--- config.mk ---
export PLATFORM = sky130hd
export DESIGN_NAME = mux2_arbiter
export DESIGN_NICKNAME = d
export VERILOG_FILES = /design/src/rtl/mux2_arbiter.sv
export SDC_FILE = /design/constraint.sdc
export NUM_CORES = 1
export LEC_CHECK = 0
export BUFFER_PORTS_ARGS = -buffer_cell sky130_fd_sc_hd__buf_4
export CAP_MARGIN = 30
export CORE_MARGIN = 5
export CORE_UTILIZATION = 45
export CTS_CLUSTER_SIZE = 10
export DETAILED_ROUTE_END_ITERATION = 8
export GPL_ROUTABILITY_DRIVEN = 1
export GPL_TIMING_DRIVEN = 0
export PLACE_DENSITY = 0.72
export SETUP_SLACK_MARGIN = 0.2
export SYNTH_ARGS = -nofsm -noshare
export SYNTH_HDL_FRONTEND = slang
export SYNTH_SLANG_ARGS = --single-unit
--- constraint.sdc ---
create_clock -name clk -period 5.05 [get_ports clk]
set_input_delay 0.505 -clock clk [delete_from_list [all_inputs] [get_ports clk]]
set_output_delay 0.505 -clock clk [all_outputs]
set_load 0.01 [all_outputs]
--- src/rtl/mux2_arbiter.sv ---
// Two-requester round-robin arbiter feeding a one-deep registered output stage; 1-cycle accept-to-output.
// Optional packet locking via `MUX2_ARB_LOCK_EN (adds a_last/b_last). Backpressure: readies drop while output is full and stalled.
module mux2_arbiter #(
  parameter int WIDTH    = 8,
  parameter int HOLD_MAX = 4
) (
  input  logic             clk,
  input  logic             rst_n,
  input  logic             a_valid,
  input  logic [WIDTH-1:0] a_data,
  output logic             a_ready,
  input  logic             b_valid,
  input  logic [WIDTH-1:0] b_data,
  output logic             b_ready,
  output logic             sel,
  output logic             y_valid,
  output logic [WIDTH-1:0] y_data,
  input  logic             y_ready,
  output logic             busy
`ifdef MUX2_ARB_LOCK_EN
  ,
  input  logic             a_last,
  input  logic             b_last
`endif
);

  typedef enum logic [1:0] {IDLE, GRANT_A, GRANT_B} state_t;

  localparam logic [7:0] HOLD = 8'(HOLD_MAX);

  state_t           state, state_nxt;
  logic             last_b;
  logic [7:0]       cnt, cnt_nxt;
  logic             space, acc_a, acc_b, acc, cnt_inc, hold;
  logic [WIDTH-1:0] grant_data;

`ifdef MUX2_ARB_LOCK_EN
  logic in_pkt, in_pkt_nxt, acc_last;
`endif

  always_comb begin
    space      = !y_valid || y_ready;
    a_ready    = (state == GRANT_A) && space;
    b_ready    = (state == GRANT_B) && space;
    acc_a      = a_valid && a_ready;
    acc_b      = b_valid && b_ready;
    acc        = acc_a || acc_b;
    grant_data = acc_b ? b_data : a_data;
`ifdef MUX2_ARB_LOCK_EN
    // Packet mode: count packets, and pin the grant while a packet is open.
    acc_last   = (acc_a && a_last) || (acc_b && b_last);
    in_pkt_nxt = acc ? !acc_last : in_pkt;
    cnt_inc    = acc_last;
    hold       = in_pkt_nxt;
`else
    cnt_inc    = acc;
    hold       = 1'b0;
`endif
    cnt_nxt    = (cnt_inc && cnt < HOLD) ? cnt + 8'd1 : cnt;
  end

  always_comb begin
    state_nxt = state;
    case (state)
      IDLE: begin
        if (a_valid && b_valid) state_nxt = last_b ? GRANT_A : GRANT_B;
        else if (a_valid)       state_nxt = GRANT_A;
        else if (b_valid)       state_nxt = GRANT_B;
      end
      GRANT_A: begin
        if (!hold) begin
          if (!a_valid)                          state_nxt = b_valid ? GRANT_B : IDLE;
          else if (cnt_nxt == HOLD && b_valid)   state_nxt = GRANT_B;
        end
      end
      GRANT_B: begin
        if (!hold) begin
          if (!b_valid)                          state_nxt = a_valid ? GRANT_A : IDLE;
          else if (cnt_nxt == HOLD && a_valid)   state_nxt = GRANT_A;
        end
      end
      default: state_nxt = IDLE;
    endcase
  end

  always_ff @(posedge clk) begin
    if (!rst_n) begin
      state   <= IDLE;
      last_b  <= 1'b1;
      cnt     <= 8'd0;
      sel     <= 1'b0;
      y_valid <= 1'b0;
      y_data  <= '0;
    end else begin
      state <= state_nxt;
      cnt   <= (state_nxt != state) ? 8'd0 : cnt_nxt;
      // sel tracks the grant and keeps its last value through IDLE.
      if (state_nxt == GRANT_A) begin
        last_b <= 1'b0;
        sel    <= 1'b0;
      end else if (state_nxt == GRANT_B) begin
        last_b <= 1'b1;
        sel    <= 1'b1;
      end
      if (acc) begin
        y_valid <= 1'b1;
        y_data  <= grant_data;
      end else if (y_ready) begin
        y_valid <= 1'b0;
      end
    end
  end

`ifdef MUX2_ARB_LOCK_EN
  always_ff @(posedge clk) begin
    if (!rst_n) in_pkt <= 1'b0;
    else        in_pkt <= in_pkt_nxt;
  end
`endif

  assign busy = (state != IDLE);

endmodule

==> impl_results.html <==
<table>
<tr><th>Metric</th><th>Value</th></tr>
<tr><th colspan="2">Clocking</th></tr>
<tr><td>Number of gates given a new drive strength after cts</td><td>0</td></tr>
<tr><td>Hold_buf cts</td><td>0</td></tr>
<tr><td>CTS root buf</td><td>clkbuf_4</td></tr>
<tr><td>Post CTS Setup Buffer Count</td><td>0</td></tr>
<tr><td>Buffer levels on the longest clock path</td><td>2</td></tr>
<tr><td>TritonCTS clock tree</td><td>built</td></tr>
<tr><td>Clock transition at the registers of the reported paths</td><td>approximately 110 ps</td></tr>
<tr><td>Clock buffer count from CTS</td><td>3</td></tr>
<tr><td>Clock network latency to the later pin of the worst-skew pair</td><td>300 ps</td></tr>
<tr><td>H-tree depth reported by CTS</td><td>1</td></tr>
<tr><td>TritonCTS Sinks</td><td>21</td></tr>
<tr><th colspan="2">STA</th></tr>
<tr><td>Smallest hold slack</td><td>411.5 ps</td></tr>
<tr><td>Post-Route Setup TNS</td><td>0 ps</td></tr>
<tr><td>Final setup violation count</td><td>0</td></tr>
<tr><td>Number of endpoints with negative hold slack in the final report</td><td>0</td></tr>
<tr><td>Worst rel slew slack</td><td>0.5705</td></tr>
<tr><td>Final worst setup slack</td><td>around 2600 ps</td></tr>
<tr><td>Final count of pins violating max slew</td><td>0</td></tr>
<tr><td>Minimum period implied by the final worst setup slack</td><td>2466 ps</td></tr>
<tr><td>Final cycle utilization of the critical path</td><td>0.4882</td></tr>
<tr><td>Unrepaired setup endpoints after global routing</td><td>false</td></tr>
<tr><td>Measured slew at the worst slew-check pin</td><td>641.5 ps</td></tr>
<tr><td>Final clock skew</td><td>2.222 ps</td></tr>
<tr><td>Maximum clock rate</td><td>405.6 MHz</td></tr>
<tr><th colspan="2">Critical path</th></tr>
<tr><td>Maximum single-stage delay on the critical path</td><td>between 500 and 600 ps</td></tr>
<tr><td>Critical path class</td><td>flip-flop to flip-flop</td></tr>
<tr><td>Source of the worst register-to-register timing path</td><td>cnt[6]$_SDFF_PP0_</td></tr>
<tr><td>Data arrival time of the worst path</td><td>2670 ps</td></tr>
<tr><td>Crit path max-delay cell type</td><td>or4_1</td></tr>
<tr><td>Cells along the critical path</td><td>or4_1 &gt; nor2_1 &gt; a31oi_1 &gt; and3b_1 &gt; buf_6 &gt; mux2_4 &gt; ha_1 &gt; mux2i_1 &gt; nand2_1</td></tr>
<tr><td>Worst setup path startpoint</td><td>cnt[6]$_SDFF_PP0_</td></tr>
<tr><td>Peak fanout along the critical path</td><td>7</td></tr>
<tr><td>Startpoint types</td><td>flip-flop</td></tr>
<tr><td>Required time of the worst setup path</td><td>5260 ps</td></tr>
<tr><td>Capturing element type of the critical path</td><td>flip-flop</td></tr>
<tr><th colspan="2">Placement</th></tr>
<tr><td>Post-placement setup slack</td><td>roughly 2400 ps</td></tr>
<tr><td>Detail Placement HPWL</td><td>1900 um</td></tr>
<tr><td>Input/output buffers</td><td>33</td></tr>
<tr><td>Area after detailed placement</td><td>roughly 1400 um2</td></tr>
<tr><td>GPL Wtd Cong</td><td>~0.77</td></tr>
<tr><th colspan="2">Routing</th></tr>
<tr><td>Final routed wire length divided by cell count</td><td>12.67 um</td></tr>
<tr><td>Violation count after the first detailed-routing iteration</td><td>40</td></tr>
<tr><td>Residual DRC</td><td>0</td></tr>
<tr><td>Total via count in the routed design</td><td>1016</td></tr>
<tr><td>Via-per-instance ratio</td><td>5.292</td></tr>
<tr><td>ANT nets after route</td><td>0</td></tr>
<tr><td>Number of detailed-routing iterations run before antenna repair</td><td>4</td></tr>
<tr><td>Sum of routed wire length over all layers</td><td>approximately 2400 um</td></tr>
<tr><th colspan="2">Synth</th></tr>
<tr><td>Ys async rst share</td><td>0</td></tr>
<tr><td>Synthesized instance count</td><td>127</td></tr>
<tr><td>Distinct cell type count of the synthesized netlist</td><td>32</td></tr>
<tr><td>Top cell type by total area after synthesis</td><td>dfxtp_1</td></tr>
<tr><td>Syn avg cell area</td><td>between 8 and 9 um2</td></tr>
<tr><td>Synth area leaders</td><td>dfxtp_1 39%, nand2_1 7.2%, a311oi_1 6.4%, mux2i_1 6.4%, nand3_1 5.5%</td></tr>
<tr><td>YS warnings</td><td>0</td></tr>
<tr><td>Commonest cells in the synthesized netlist</td><td>21 x dfxtp_1, 21 x nand2_1, 12 x nand3_1</td></tr>
<tr><td>Area share of the largest cell type after synthesis</td><td>0.3867</td></tr>
<tr><td>Register area share after synthesis</td><td>0.3867</td></tr>
<tr><td>Number of enable-type register cells in the synthesized netlist</td><td>0</td></tr>
<tr><td>Synthesized flop and latch total</td><td>21</td></tr>
<tr><td>Summed instance area of the synthesized netlist</td><td>roughly 1100 um2</td></tr>
<tr><td>Number of nets produced by synthesis</td><td>151</td></tr>
<tr><td>Commonest register cell after synthesis</td><td>dfxtp_1</td></tr>
<tr><th colspan="2">Run status</th></tr>
<tr><td>Run status</td><td>finished, final reports clean</td></tr>
<tr><th colspan="2">Min path</th></tr>
<tr><td>Min-delay src</td><td>rst_n</td></tr>
<tr><td>Tightest Hold Check Type</td><td>input port to flip-flop</td></tr>
<tr><th colspan="2">Floorplan</th></tr>
<tr><td>Width of the die</td><td>59.16 um</td></tr>
<tr><td>Placeable core region</td><td>~2300 um2</td></tr>
<tr><td>Starting Density</td><td>0.4822</td></tr>
<tr><td>Die ar.</td><td>approximately 3500 um2</td></tr>
<tr><td>Number of top-level pins</td><td>34</td></tr>
<tr><td>Die Height</td><td>59.16 um</td></tr>
<tr><td>Standard-cell rows</td><td>17</td></tr>
<tr><th colspan="2">Global route</th></tr>
<tr><td>First-pass GRT wire length</td><td>4264 um</td></tr>
<tr><td>Remaining global-route overflow</td><td>0</td></tr>
<tr><td>Number of antenna violations at the first check in global routing</td><td>0</td></tr>
<tr><td>All-Layer GR Usage</td><td>0.1554</td></tr>
<tr><td>Number of global-route vias before repair</td><td>1001</td></tr>
<tr><td>Maximum number of pins on one net before global-route repair</td><td>12</td></tr>
<tr><th colspan="2">Job</th></tr>
<tr><td>Number of maximum-capacitance constraint violations</td><td>0</td></tr>
<tr><th colspan="2">Power</th></tr>
<tr><td>Sw power</td><td>92.22 uW</td></tr>
<tr><td>Static leakage power</td><td>between 0.6 and 0.7 nW</td></tr>
<tr><td>Clock Power Share</td><td>0.234</td></tr>
<tr><td>Flop pwr share</td><td>0.531</td></tr>
<tr><td>Cell internal pwr</td><td>246.2 uW</td></tr>
<tr><td>Power Dens Cells</td><td>about 240 nW/um2</td></tr>
<tr><td>Peak supply drop</td><td>151.3 uV</td></tr>
<tr><td>Share of total power in combinational logic</td><td>0.235</td></tr>
<tr><td>Sw Share</td><td>0.2725</td></tr>
<tr><th colspan="2">Finish</th></tr>
<tr><td>End-of-flow core utilization</td><td>0.6193</td></tr>
<tr><td>Layout cell share with drive strength beyond 1</td><td>0.2622</td></tr>
<tr><td>Post-layout nets</td><td>around 190</td></tr>
<tr><td>ANT cells</td><td>0</td></tr>
<tr><td>Area Overhead vs Synth</td><td>28.42%</td></tr>
<tr><td>Final cell area excluding filler cells</td><td>1396 um2</td></tr>
</table>
-- layer usage --
layer | wire length [um] | vias up | track usage
met5 | 0 | - | 0
met4 | 41 | 0 | 0.05825
met3 | 152 | 5 | 0.02832
met2 | 1114 | 32 | 0.2634
met1 | 1124 | 457 | 0.1942
li1 | - | 522 | -
-- cells in the final DEF, fill, tap and decap left out, drive strengths merged, types with 2 or more instances in the layout --
master,netlist,final
and3b,3,3
ha,3,3
o21a,2,2
nor3b,2,2
a21oi,3,3
inv,3,3
and2,6,6
o21ai,2,2
mux2,2,2
nor2b,2,2
mux2i,7,7
a311oi,8,8
nor2,11,11
dfxtp,21,21
buf,3,36
nand2,21,21
clkbuf,2,6
nand3,12,12
and3,3,3
-- final cells by class --
class                      instances  area [um2]
multi-input combinational         97       616.8
sequential                        21       420.4
tap                               28       35.03
timing repair buffer              33       247.7
inverter                           4       15.01
fill                             221       858.3
buffer                             5       35.03
clock buffer                       4       26.28
-- worst paths after layout --
path	to	slack, ps	depth (start not counted)
worst min-delay path	last_b$_SDFFE_PN1P_	410	2
worst min register to register	cnt[4]$_SDFF_PP0_	460	1
worst max register to register	last_b$_SDFFE_PN1P_	2580	9
worst max-delay path	last_b$_SDFFE_PN1P_	2580	9
-- power by group through the flow --
stage	Clock, mW	Sequential (mW)	Combinational (mW)
floorplan	0	0.186	0.0425
global placement	0	0.183	0.0786
detailed placement	0	0.183	0.0806
CTS	0.0817	0.180	0.0807
global route	0.0917	0.181	0.0894
finish	0.0791	0.180	0.0795
-- registers in the layout, summed over array words and instances, names as in the netlist --
name and cells:
cnt 8, sel 1, y_data 8, state 2, last_b 1, y_valid 1
-- worst max-delay path: cells and delay by family (launching register included) --
kind	cells	cell delay [ps]
AND/OR/NAND/NOR	4	1020
multiplexers	2	470
flip-flops	1	330
adder cells (fa/ha/maj)	1	290
buffers and inverters	1	150
AO/OA/AOI/OAI	1	120
-- cells by family after synthesis --
group,after synthesis,share of synthesized area
xor+xnor,1,0.008057
buf+inv,9,0.04602
fa+ha+maj,3,0.03453
mux,9,0.09206
simple gates,65,0.3004
flops,21,0.3866
compound gates,19,0.1323
-- metrics by stage --
| stage | power, mW | cells |
|---|---|---|
| 3_3_place_gp | 0.2619 | 188 |
| 4_1_cts | 0.3423 | 192 |
| 2_1_floorplan | 0.2281 | 127 |
| 3_5_place_dp | 0.2640 | 188 |
| 6_report | 0.3384 | 192 |
| 5_1_grt | 0.3623 | 192 |
Note: power is estimated with default switching activity, not from simulation.
